--- config.mk ---
export PLATFORM = sky130hd
export DESIGN_NAME = lsu_btn_sw_in
export DESIGN_NICKNAME = d
export VERILOG_FILES = /design/src/rtl/lsu_btn_sw_in.sv
export SDC_FILE = /design/constraint.sdc
export NUM_CORES = 1
export LEC_CHECK = 0
export BUFFER_PORTS_ARGS = -buffer_cell sky130_fd_sc_hd__buf_2
export CORE_MARGIN = 5
export CORE_UTILIZATION = 40
export CTS_CLUSTER_SIZE = 30
export DETAILED_ROUTE_END_ITERATION = 7
export SLEW_MARGIN = 5
export SYNTH_ARGS = -nofsm -noshare
export SYNTH_HDL_FRONTEND = slang
export SYNTH_SLANG_ARGS = --single-unit
--- constraint.sdc ---
create_clock -name clk_i -period 4.7 [get_ports clk_i]
set_input_delay 0.94 -clock clk_i [delete_from_list [all_inputs] [get_ports clk_i]]
set_output_delay 0.94 -clock clk_i [all_outputs]
set_load 0.005 [all_outputs]
--- src/rtl/lsu_btn_sw_in.sv ---
// rtl/lsu_btn_sw_in.sv - memory-mapped slide switch and debounced push button input peripheral
module lsu_btn_sw_in #(
  parameter int unsigned DB_CYCLES = 500000
) (
  input  logic        clk_i,
  input  logic        rst_i,
  input  logic        st_en,
  input  logic [2:0]  datamode,
  input  logic [3:0]  addr,
  input  logic [31:0] data_in,
  input  logic [17:0] sw_i,
  input  logic [3:0]  btn_ni,
  output logic [31:0] data_o,
  output logic        irq_o
);

  localparam int unsigned CW = (DB_CYCLES > 2) ? $clog2(DB_CYCLES) : 1;
  localparam logic [CW-1:0] CNT_MAX = CW'(DB_CYCLES - 1);

  localparam logic [1:0] REG_SW   = 2'd0;
  localparam logic [1:0] REG_BTN  = 2'd1;
  localparam logic [1:0] REG_EDGE = 2'd2;
  localparam logic [1:0] REG_CTRL = 2'd3;

  logic [17:0]   sw_q1, sw_q2;
  logic [3:0]    btn_q1, btn_q2;
  logic [3:0]    btn_s;
  logic [3:0]    btn_db;
  logic [3:0]    btn_edge;
  logic [3:0]    btn_mask;
  logic [CW-1:0] cnt [4];

  logic [3:0]    db_load;
  logic [3:0]    press;
  logic [3:0]    lane_we;
  logic [3:0]    edge_clr;
  logic          mask_we;
  logic [31:0]   rd_word;
  logic [15:0]   rd_half;
  logic [7:0]    rd_byte;
  logic          sext;

  // Two-flop synchronizers; buttons idle high (released) out of reset.
  always_ff @(posedge clk_i) begin
    if (rst_i) begin
      sw_q1  <= '0;
      sw_q2  <= '0;
      btn_q1 <= '1;
      btn_q2 <= '1;
    end else begin
      sw_q1  <= sw_i;
      sw_q2  <= sw_q1;
      btn_q1 <= btn_ni;
      btn_q2 <= btn_q1;
    end
  end

  assign btn_s = ~btn_q2;

  always_comb begin
    db_load = '0;
    press   = '0;
    for (int i = 0; i < 4; i++) begin
      db_load[i] = (btn_s[i] != btn_db[i]) && (cnt[i] == CNT_MAX);
      press[i]   = db_load[i] && btn_s[i];
    end
  end

  // Count stays at 0 while the synchronized level matches the accepted one,
  // so any bounce back restarts the qualification window.
  always_ff @(posedge clk_i) begin
    if (rst_i) begin
      btn_db <= '0;
      for (int i = 0; i < 4; i++) begin
        cnt[i] <= '0;
      end
    end else begin
      for (int i = 0; i < 4; i++) begin
        if (btn_s[i] == btn_db[i]) begin
          cnt[i] <= '0;
        end else if (db_load[i]) begin
          cnt[i]    <= '0;
          btn_db[i] <= btn_s[i];
        end else begin
          cnt[i] <= cnt[i] + CW'(1);
        end
      end
    end
  end

  always_comb begin
    lane_we = 4'b0000;
    case (datamode[1:0])
      2'd0:    lane_we = 4'b0001 << addr[1:0];
      2'd1:    lane_we = addr[1] ? 4'b1100 : 4'b0011;
      default: lane_we = 4'b1111;
    endcase
    if (!st_en) begin
      lane_we = 4'b0000;
    end
  end

  assign edge_clr = (addr[3:2] == REG_EDGE && lane_we[0]) ? data_in[3:0] : 4'b0000;
  assign mask_we  = (addr[3:2] == REG_CTRL) && lane_we[0];

  // A press on the same edge as a write-1-to-clear keeps the flag set.
  always_ff @(posedge clk_i) begin
    if (rst_i) begin
      btn_edge <= '0;
      btn_mask <= '0;
    end else begin
      btn_edge <= (btn_edge & ~edge_clr) | press;
      if (mask_we) begin
        btn_mask <= data_in[3:0];
      end
    end
  end

  always_comb begin
    rd_word = '0;
    case (addr[3:2])
      REG_SW:   rd_word = {14'b0, sw_q2};
      REG_BTN:  rd_word = {28'b0, btn_db};
      REG_EDGE: rd_word = {28'b0, btn_edge};
      REG_CTRL: rd_word = {28'b0, btn_mask};
      default:  rd_word = '0;
    endcase
  end

  always_comb begin
    rd_half = addr[1] ? rd_word[31:16] : rd_word[15:0];
    rd_byte = rd_word[7:0];
    case (addr[1:0])
      2'd0:    rd_byte = rd_word[7:0];
      2'd1:    rd_byte = rd_word[15:8];
      2'd2:    rd_byte = rd_word[23:16];
      default: rd_byte = rd_word[31:24];
    endcase
  end

  assign sext = ~datamode[2];

  always_comb begin
    data_o = rd_word;
    case (datamode[1:0])
      2'd0:    data_o = {{24{sext & rd_byte[7]}}, rd_byte};
      2'd1:    data_o = {{16{sext & rd_half[15]}}, rd_half};
      default: data_o = rd_word;
    endcase
  end

  assign irq_o = |(btn_edge & btn_mask);

endmodule

Word level (Yosys, flattened, before mapping)
Memories as Yosys holds them, arrays and structs flattened.
Cells that the tools add are included.

word-level totals
  register bits = 56
  RAM bits = 76
  input bits = 64
  logic and storage cells = 142
  memories = 1

memory list
  memory  words  width  read ports  clocked after Yosys merged registers in  write ports  line  RTL
  cnt     4      19     4           0                                        4            31    logic [CW-1:0] cnt [4];

operators by class
  add/sub/neg operators = 4
  equality and inequality tests = 18
  shifts and indexed selects = 1
  muxes and demuxes = 66
  bitwise gates (word level) = 24
  reduce and logical (&&, ||, !) cells = 18

operator list
  kind                                                                    count
  19-bit two-way mux                                                      12
  32-bit case mux with 4 select lines                                     1
  19-bit by 1-bit adder with 19-bit output (second input constant)        4
  19-bit equality test (second input constant)                            4
  32-bit case mux with 2 select lines                                     1
  1-bit two-way mux                                                       48
  8-bit case mux with 3 select lines                                      1
  16-bit two-way mux                                                      1
  1-bit OR                                                                12
  1-bit logical AND                                                       10
  4-bit AND                                                               2
  4-bit inverter                                                          2
  2-bit AND reduction                                                     4
  2-bit by 1-bit equality test with 1-bit output (second input constant)  3
  2-bit equality test (second input constant)                             3
  2-bit logical NOT                                                       3
  1-bit inverter                                                          5
  1-bit equality test                                                     4
  4-bit two-way mux                                                       1
  1-bit != test                                                           4
  4-bit OR                                                                1
  4-bit OR reduction                                                      1
  1-bit AND                                                               2
  1-bit case mux with 2 select lines                                      1
  1-bit by 2-bit left shift with 1-bit output (first input constant)      1

Depth between registers and ports, before layout
  word-level depth = 9
  gate-level depth with buffers = 6
  depth with buffers taken out = 5

Worst setup path after synthesis
No wires, ideal clock.

  kind = input-to-output
  start = in addr[3]
  end = out data_o[19]
  arrival time = 3.100 ns
  path slack = 0.660 ns
  stages = 4
  path buffers = 2
  cells stage by stage = clkbuf_1 or3_1 nor4_1 buf_4

between the ends
  longest elaborated chain between the ends = 5
  elaborated cells on any way between the ends = 10
  classes of those cells = eq/ne (3); mux (4); bitwise (2); reduce/logical (1)

RTL lines
  what                                                                             line      RTL
  from (decl)                                                                      9         input logic [3:0] addr,
  2-bit equality test, or another cell as far along                                121       case (addr[3:2])
  32-bit case mux with 4 select lines *                                            121
  8-bit case mux with 3 select lines / 16-bit two-way mux (equally long branches)  133, 131
  1-bit AND (on tied branches)                                                     146, 147
  32-bit case mux with 2 select lines *                                            145       case (datamode[1:0])
  to (decl)                                                                        13        output logic [31:0] data_o,

Every way passes the cells marked *; elsewhere a longest branch is shown, timed or not. The select of a mux whose other input is x is not followed.

Worst setup path in the final report
  start = in addr[2]
  end = out data_o[12]

between the ends
  longest elaborated chain between the ends = 5
  elaborated cells on any way between the ends = 9
  classes of those cells = eq/ne (3); mux (4); bitwise (1); reduce/logical (1)

RTL lines
  what                                               line  RTL
  2-bit equality test, or another cell as far along  121
  32-bit case mux with 4 select lines *              121
  8-bit case mux with 3 select lines                 133   case (addr[1:0])
  1-bit AND                                          146   2'd0: data_o = {{24{sext & rd_byte[7]}}, rd_byte};
  32-bit case mux with 2 select lines *              145

Marked as above.

==> flow_summary.toml <==
[finish]
syn_to_final_growth_pct = 19.91
finalNetCount = 831
n_fill_cell = 1522
ff_latch_area_um2 = 3403
drive_gt1_share_pct = 16.75
final_cells = 993
multi_input_area_um2 = 3127

[sta]
hold_viol = 0
fin_crit_ns = 3.508
finalMaxSlewViolations = 0
max-slew-margin-rel_pct = 36.85
setup_viol = 0
clock_skew_ns = 0.006548
final.setup.tns_ns = 0
fin_crit_sh_pct = 74.64
rsz0062_at_grt = "no"
tightest_slew_ns = 0.9401
fmax_mhz = 285.1

[placed_design]
place_inst = 960
hpwl_um = 9175
numPortBuffers = 68
gp_congestion = 0.7942

[die]
die_w_um = 137.3
start_util_pct = 40.83
num_rows = 46
pin_count = 97
die_area_um2 = 18860
core_um2 = 15890
fp.dieH_um = 137.3

[power_and_ir_drop]
leakagePower_nw = 2.930
seqPwrFrac_pct = 48.9
p_clk_share_pct = 46.3
cellPowerDensity_nw_per_um2 = 343.8
switching_share_pct = 21.77
pwr-share-comb_pct = 4.7
intPower_mw = 2.092
max-vdd-ir-drop_mv = 0.2306
power_switching_mw = 0.5820

[flow_run]
cap_violations = 0

[yosys]
ys.flop_type = "edfxtp_1"
ys_async_sr_fraction_pct = 0
synth.area.top_cells = "edfxtp_1 35%, dfxtp_1 17%, xnor2_1 4.5%, nor2_1 4.0%, nor2b_1 3.6%"
netlist_area_um2 = 6486
synth_area_per_cell_um2 = 10.28
synth_seq_cells = 132
synth-edff-count = 76
yosys_warnings = 0
synth_cell_types = 56
synth_top_cell_by_area = "edfxtp_1"
synthCells = 631
yosysTopAreaCellShare_pct = 35.19
synth_seq_area_share_pct = 52.47

[cts]
cts_buffer_depth = 2
cts_tree = "built"
worst_skew_pair.late_latency_ns = 0.41
cts_setup_buffers = 0
postCtsHoldBufs = 0
post_cts_resize_count = 0
cts_root_buf = "clkbuf_16"
clkSlewWorstSetupHoldPaths_ns = 0.06
cts_sinks = 132
htree_levels = 4
cts_buffers = 17

[drt]
routedWlPerCell_um = 12.78
wl_um = 12700
via_per_inst = 4.887
vias = 4853
dr.pass1.iters = 4
initialDrtViolationCount = 269
ant_nets = 0
drc = 0

[global_routing]
grt.total_usage_pct = 14.30
grt_max_degree = 40
antenna_found_initial = 1
grt_pass1_vias = 4618
globalRouteOverflowTotal = 0
grt_pass1_wl_um = 21590

[critical_path]
worstPathMaxFanout = 13
arrival_ns = 2.57
cp.required_ns = 3.76
crit_chain = "buf_2 -> nor3_1 -> nand2_1 -> nor3_1 -> a21o_1 -> buf_2"
end_kind = "primary output"
r2r_slack_ns = 2.26
critPathLaunchType = "input pin"
worst-setup-path-type = "input pin to primary output"
cpPeakStageDelay_ns = 0.77
critical_path.slowest_cell = "nor3_1"

[outcome]
outcome = "complete, no violations"

[hold_path]
hp-class = "flop to flop"
## power groups by stage
stage / logic, mW / registers (mW) / clock network [mW]
2_1_floorplan: 0.0935 / 1.32 / 0
3_3_place_gp: 0.124 / 1.33 / 0
3_5_place_dp: 0.125 / 1.33 / 0
4_1_cts: 0.126 / 1.31 / 1.26
5_1_grt: 0.145 / 1.31 / 1.32
6_report: 0.127 / 1.31 / 1.24
## worst max-delay path: cells and delay by family
kind	cells	cell delay (ns)
and+or+nand+nor	3	1.17
AOI/OAI and AO/OA	1	0.16
buffers and inverters	2	0.29
## synth_stat cells, types with 2 or more instances
cell and number:
nor3_1 14, xnor2_1 33, a22oi_1 2, xor2_1 18, a21oi_1 30, dfxtp_1 56, or4b_2 4, or3b_2 2
or4_1 10, nor2_1 69, mux2i_1 2, buf_4 14, o41ai_1 4, o21ai_0 15, nor2b_1 37, o31ai_1 12
and4_1 6, a31o_2 4, a22o_1 5, and3_1 7, ha_1 4, edfxtp_1 76, nor4b_1 5, nand2_1 40
or3_1 16, and2_1 3, mux4_2 4, or2_2 14, nand4_1 23, clkbuf_1 18, inv_1 15, a21o_1 11
nand3_1 24, nor4_1 12
## registers in the layout (all words and copies together) (netlist names)
signal / flops
cnt: 76
sw_q1: 18
sw_q2: 18
btn_db: 4
btn_edge: 4
btn_mask: 4
btn_q1: 4
btn_q2: 4
## layout make-up
class	instances	area share (%)
Sequential cell	132	43.76
Multi-Input combinational cell	525	40.20
Clock buffer	19	5.566
Timing Repair Buffer	72	4.762
Tap cell	216	3.475
Clock inverter	13	1.480
Inverter	15	0.7239
Antenna cell	1	0.03218
## worst paths after layout
path	from	to	cells past startpoint
setup / recovery	addr[2]	data_o[12]	6
hold / removal	btn_q1[1]$_SDFF_PP1_	btn_q2[1]$_SDFF_PP1_	1
setup reg to reg	cnt[2][10]$_SDFFCE_PN0P_	cnt[2][4]$_SDFFCE_PN0P_	4
hold reg to reg	btn_q1[1]$_SDFF_PP1_	btn_q2[1]$_SDFF_PP1_	1
## metrics by stage
| stage | area, µm² | utilization, % | total power, mW | setup slack (ns) | hold slack, ns |
|---|---|---|---|---|---|
| floorplan | 6768 | - | 1.413 | 0.6597 | 0.3895 |
| CTS | 7775 | 48.94 | 2.698 | 1.218 | 0.4054 |
| detailed placement | 7227 | 45.49 | 1.457 | 1.222 | 0.3923 |
| global placement | 7227 | 45.49 | 1.454 | 1.227 | 0.3947 |
| finish | 7777 | 48.96 | 2.674 | 1.192 | 0.4053 |
| global route | 7777 | 48.96 | 2.778 | 0.9660 | 0.4454 |
## metal layers
layer	track usage (%)	up-vias	routed length (µm)
li1	-	2493	-
met1	17.83	2261	5820
met2	23.30	87	6185
met3	4.675	12	533
met4	4.989	0	157
met5	0	-	0
## kinds of logic (layout without fill, tap and decap cells)
logic type / after synthesis / in the layout / synth area share [%]
xor gates and xnor gates: 51 / 51 / 6.887
AOI/OAI and AO/OA: 94 / 94 / 9.761
other: 1 / 77 / 0.05781
adders and majority gates: 4 / 4 / 0.7716
and+or+nand+nor: 294 / 294 / 24.69
DFF: 132 / 132 / 52.47
buffers and inverters: 49 / 119 / 3.665
muxes: 6 / 6 / 1.698
## placed cells by master (no fill, tap or decap), types with 3 or more instances in the layout
master / netlist / final
or4_1: 10 / 10
buf_4: 14 / 4
buf_2: 1 / 68
or2_2: 14 / 14
clkinv_2: 0 / 4
a21oi_1: 30 / 30
a21o_1: 11 / 11
and2_1: 3 / 3
a22o_1: 5 / 5
or4b_2: 4 / 4
inv_1: 15 / 15
nor2b_1: 37 / 37
edfxtp_1: 76 / 76
o21ai_0: 15 / 15
nand4_1: 23 / 23
xor2_1: 18 / 18
nor2_1: 69 / 69
and3_1: 7 / 7
o31ai_1: 12 / 12
nor4b_1: 5 / 5
nor3_1: 14 / 14
o41ai_1: 4 / 4
clkinv_1: 0 / 5
ha_1: 4 / 4
a31o_2: 4 / 4
xnor2_1: 33 / 33
mux4_2: 4 / 4
or3_1: 16 / 16
and4_1: 6 / 6
nor4_1: 12 / 12
nand2_1: 40 / 40
clkbuf_16: 0 / 17
dfxtp_1: 56 / 56
nand3_1: 24 / 24
conb_1: 1 / 76
No activity file was read; power rests on OpenSTA's default activity.
